File: src/rtl/port_cycle_controller.sv
// 68030 bus-cycle controller for one decoded 8/16/32-bit port: byte-lane selects,
// programmable and device-extended wait states, DSACK encoding and bus-error timeout.
module port_cycle_controller #(
  parameter int PORT_WIDTH  = 32,
  parameter int WAIT_STATES = 2,
  parameter int TIMEOUT     = 64
) (
  input  logic       clk,
  input  logic       n_reset,
  input  logic       cs,
  input  logic       n_as,
  input  logic       rn_w,
  input  logic       a0,
  input  logic       a1,
  input  logic       siz0,
  input  logic       siz1,
  input  logic       dev_ready,
  output logic [3:0] lane_sel,
  output logic       n_dsack0,
  output logic       n_dsack1,
  output logic       n_berr,
  output logic       busy
);

  localparam logic [1:0] IDLE   = 2'd0;
  localparam logic [1:0] WAIT   = 2'd1;
  localparam logic [1:0] ACK    = 2'd2;
  localparam logic [1:0] S_BERR = 2'd3;

  localparam int TW = (TIMEOUT > 2) ? $clog2(TIMEOUT) : 1;
  localparam logic [TW-1:0] TO_LAST = TW'((TIMEOUT > 0) ? TIMEOUT - 1 : 0);
  localparam logic [3:0] WS = 4'(WAIT_STATES);
  localparam logic [3:0] PORT_MASK = (PORT_WIDTH == 32) ? 4'b1111 :
                                     (PORT_WIDTH == 16) ? 4'b1100 : 4'b1000;

  logic [1:0]    state_reg, state_next;
  logic [3:0]    wait_reg, wait_next;
  logic [TW-1:0] to_reg, to_next;
  logic [2:0]    offset, byte_cnt, upper;
  logic [3:0]    write_hit, lanes_new;

  // Lane k (k=0 is the most significant byte) is written iff offset <= k < offset+count.
  always_comb begin
    byte_cnt = ({siz1, siz0} == 2'b00) ? 3'd4 : {1'b0, siz1, siz0};
    offset   = (PORT_WIDTH == 16) ? {2'b00, a0} : {1'b0, a1, a0};
    upper    = offset + byte_cnt;
  end

  generate
    for (genvar gi = 0; gi < 4; gi++) begin : g_lane
      assign write_hit[3-gi] = (3'(gi) >= offset) && (3'(gi) < upper);
    end
  endgenerate

  always_comb begin
    if (rn_w)
      lanes_new = PORT_MASK;
    else if (PORT_WIDTH == 8)
      lanes_new = 4'b1000;
    else
      lanes_new = write_hit & PORT_MASK;
  end

  always_comb begin
    state_next = state_reg;
    wait_next  = wait_reg;
    to_next    = to_reg;
    case (state_reg)
      IDLE: begin
        if (cs && !n_as) begin
          state_next = WAIT;
          wait_next  = WS;
          to_next    = '0;
        end
      end
      WAIT: begin
        // Priority: abort, then acknowledge, then timeout.
        if (n_as)
          state_next = IDLE;
        else if (wait_reg == 4'd0 && dev_ready)
          state_next = ACK;
        else if ((TIMEOUT != 0) && (to_reg == TO_LAST))
          state_next = S_BERR;
        else begin
          if (wait_reg != 4'd0)
            wait_next = wait_reg - 4'd1;
          to_next = to_reg + TW'(1);
        end
      end
      default: begin
        if (n_as)
          state_next = IDLE;
      end
    endcase
  end

  // Outputs are registered from the next state so they change on the same edge as the state.
  always_ff @(posedge clk or negedge n_reset) begin
    if (!n_reset) begin
      state_reg <= IDLE;
      wait_reg  <= 4'd0;
      to_reg    <= '0;
      lane_sel  <= 4'b0000;
      n_dsack0  <= 1'b1;
      n_dsack1  <= 1'b1;
      n_berr    <= 1'b1;
      busy      <= 1'b0;
    end else begin
      state_reg <= state_next;
      wait_reg  <= wait_next;
      to_reg    <= to_next;
      if (state_next == IDLE)
        lane_sel <= 4'b0000;
      else if (state_reg == IDLE)
        lane_sel <= lanes_new;
      n_dsack1 <= !((state_next == ACK) && (PORT_WIDTH != 8));
      n_dsack0 <= !((state_next == ACK) && (PORT_WIDTH != 16));
      n_berr   <= (state_next != S_BERR);
      busy     <= (state_next != IDLE);
    end
  end

endmodule

File: config.mk
export PLATFORM = sky130hd
export DESIGN_NAME = port_cycle_controller
export DESIGN_NICKNAME = d
export VERILOG_FILES = /design/src/rtl/port_cycle_controller.sv
export SDC_FILE = /design/constraint.sdc
export NUM_CORES = 1
export LEC_CHECK = 0
export BUFFER_PORTS_ARGS = -buffer_cell sky130_fd_sc_hd__buf_4
export CELL_PAD_IN_SITES_DETAIL_PLACEMENT = 0
export CELL_PAD_IN_SITES_GLOBAL_PLACEMENT = 1
export CORE_MARGIN = 5
export CORE_UTILIZATION = 42
export CTS_CLUSTER_DIAMETER = 50
export DETAILED_ROUTE_END_ITERATION = 10
export PLACE_DENSITY_LB_ADDON = 0.1
export SYNTH_ARGS = -nofsm -noshare
export SYNTH_HDL_FRONTEND = slang
export SYNTH_SLANG_ARGS = --single-unit
File: constraint.sdc
create_clock -name clk -period 2.18 [get_ports clk]
set_clock_uncertainty 0.15 [all_clocks]
set_input_delay 0.109 -clock clk [delete_from_list [all_inputs] [get_ports clk]]
set_output_delay 0.109 -clock clk [all_outputs]
set_load 0.05 [all_outputs]
==> impl_metrics.ini <==
[status]
status = finished, final reports clean

[setup_path]
crit_path_frequent_cell = nor3_1
crit_path_start_kind = input pin
crit_path_end_kind = register
critPathBufInv = 2
arrival_ns = 2.17
worst-r2r-setup-slack_ns = 0.32
cpPeakStageDelay_ns = 0.53
r2r-start = state_reg[0]
path_depth = 8
required_ns = 2.27
cp_slowest_cell = dlygate4sd3_1
r2r-end = to_reg[5]
worstPathCellList = dlygate4sd3_1 -> buf_4 -> ha_1 -> fa_1 -> nor3_1 -> nor3_1 -> a221o_1 -> a21oi_1
cp-endpoint = lane_sel[1]
crit_family = buffers and inverters
criticalPathCategory = input pin to register
worstPathMaxFanout = 3
rr_worst_depth = 4
crit_path_start = a0

[cts]
clock_latency_ns = 0.30
ctsHtreeMaxLevel = 1
cts_buffer_depth = 2
clock-sinks = 19
clkTransAtPathRegs_ns = 0.12
cts_buffers = 3
cts_tree = built
cts-root-buf = clkbuf_4
postCtsSetupRepairBufs = 0

[yosys]
synth-edff-count = 0
postSynthCellCount = 118
synth.cell_area_sq_um = 1130
synthTopCellsByCount = dfrtp_1, nand2_1, a21oi_1
synthFlopType = dfrtp_1
synth.distinct_cells = 42
synthArstFlopShare = 1.00
synth.area.top_cells = dfrtp_1, dfstp_2, a21oi_1
synth_nets = 132
synth.ff_latch_count = 19
syn_avg_cell_area_sq_um = 9.60
netlist.area_leader.share = 0.376
yosysWarnings = 0
yosysTopAreaCell = dfrtp_1
yosysMostFrequentCell = dfrtp_1
ys_seq_area_frac = 0.422

[power]
p_seq_frac = 0.445
power.leakage_nw = 0.608
cellPowerDensity_nw_per_um2 = 737
p_sw_mw = 0.363
combPwrFrac = 0.370
p_total_mw = 0.991
ir_worst_vdd_uv = 460
clkPwrFrac = 0.185
swShare = 0.367
intPower_mw = 0.628

[drt]
via_per_inst = 5.28
ant_nets = 0
vias = 893
drt_iter0_drc = 26
route.detailed.drc = 0
wl_per_cell_microns = 13.2
drt_first_pass_iters = 4
drt-total-wl_microns = 2230

[layout]
nets = 154
final_cell_area_sq_um = 1350
drive_above_1_share = 0.230
area_growth_pct = 18.8
n_antenna_cell = 0
fin_util = 0.533
stdcell_count = 169
largest_register_ffs = 6

[worst_hold_path]
min_path_type = input pin to register

[sta]
setup_slack_ns = 0.104
worstMarginPinSlew_ns = 0.540
setup_viol = 0
hold_viol = 0
rsz0062_at_grt = no
drv_slew = 0
finalCritPeriodShare = 0.952
timing.setup.tns_ns = 0
timing.slew.headroom = 0.639
min_period_ns = 2.08
hold_ws_ns = 0.00382
fmax_ghz = 0.482

[floorplan]
dieHeight_microns = 61.9
die_width_microns = 61.9
dieArea_sq_um = 3830
num_io_pins = 18
core_sq_um = 2520
start_util = 0.449
rows = 18

[place]
hpwl_microns = 1660
pre_cts_slack_ns = 0.346
portBuffers = 17
dp.cells = 161
dpl-instance-area_sq_um = 1280
gp_congestion = 0.820

[global_route]
grt_pass1_wl_microns = 3540
grt_max_degree = 20
antenna_found_initial = 0
grt_pass1_vias = 831
gr-total-overflow = 0
grt.total_usage = 0.126

[flow_run]
maxCapViolCount = 0
repair_timing:
item                                   in CTS  in global routing
endpoints found under the hold margin      25                  0
gates resized for setup                     0                  0
hold buffers                                4                  0
power groups by stage:
stage	clock network [mW]	logic [mW]	registers [mW]
2_1_floorplan	0	0.236	0.485
3_3_place_gp	0	0.360	0.445
3_5_place_dp	0	0.366	0.447
4_1_cts	0.194	0.373	0.440
5_1_grt	0.206	0.414	0.450
6_report	0.184	0.367	0.440
area by class of cell:
| class | count | area (sq um) |
|---|---|---|
| tap | 30 | 37.5 |
| timing repair buffer | 24 | 190 |
| multi-input combinational | 82 | 574 |
| clock inverter | 1 | 5.00 |
| sequential | 19 | 478 |
| inverter | 10 | 37.5 |
| clock buffer | 3 | 22.5 |
| fill | 247 | 1180 |
worst min path at each step:
| stage | startpoint | endpoint | cells past startpoint |
|---|---|---|---|
| global placement | n_reset | busy | 1 |
| CTS | cs | busy | 3 |
| detailed placement | n_reset | lane_sel[3] | 1 |
| floorplan | n_reset | busy | 0 |
| global route | cs | busy | 3 |
| finish | cs | busy | 3 |
placed cells by master, fill, tap and decap left out, types with 2 or more instances in the layout:
| cell type | netlist | layout |
|---|---|---|
| o21ai_0 | 4 | 4 |
| o211ai_1 | 2 | 2 |
| mux2i_1 | 5 | 5 |
| inv_1 | 9 | 9 |
| clkbuf_4 | 0 | 3 |
| a21oi_1 | 10 | 10 |
| nor2b_1 | 2 | 2 |
| dfrtp_1 | 17 | 17 |
| dfstp_2 | 2 | 2 |
| nor2_1 | 6 | 6 |
| o41ai_1 | 2 | 2 |
| buf_4 | 2 | 20 |
| ha_1 | 3 | 3 |
| nand3_1 | 5 | 5 |
| dlygate4sd3_1 | 0 | 4 |
| nand2_1 | 12 | 12 |
| nor3_1 | 4 | 4 |
| nand2b_1 | 5 | 5 |
kinds of logic after synthesis:
group / after synthesis / share of synthesized area
multiplexers: 5 / 0.0442
flip-flops: 19 / 0.422
adder cells (fa/ha/maj): 4 / 0.0508
AO/OA/AOI/OAI: 28 / 0.178
buffers and inverters: 17 / 0.0707
AND/OR/NAND/NOR: 45 / 0.234
metal layers:
layer  track usage  wire length, microns
met1         0.164                  1030
met2         0.208                  1030
met3        0.0269                   146
met4        0.0455                    19
met5             0                     0
worst register-to-register path, cell delays in order (launching register included):
cell and delay, ns:
dfrtp_1 0.39, nor2_1 0.27, nand3_1 0.46, a21oi_1 0.32
mux2i_1 0.21
No activity file was read; power rests on OpenSTA's default activity.
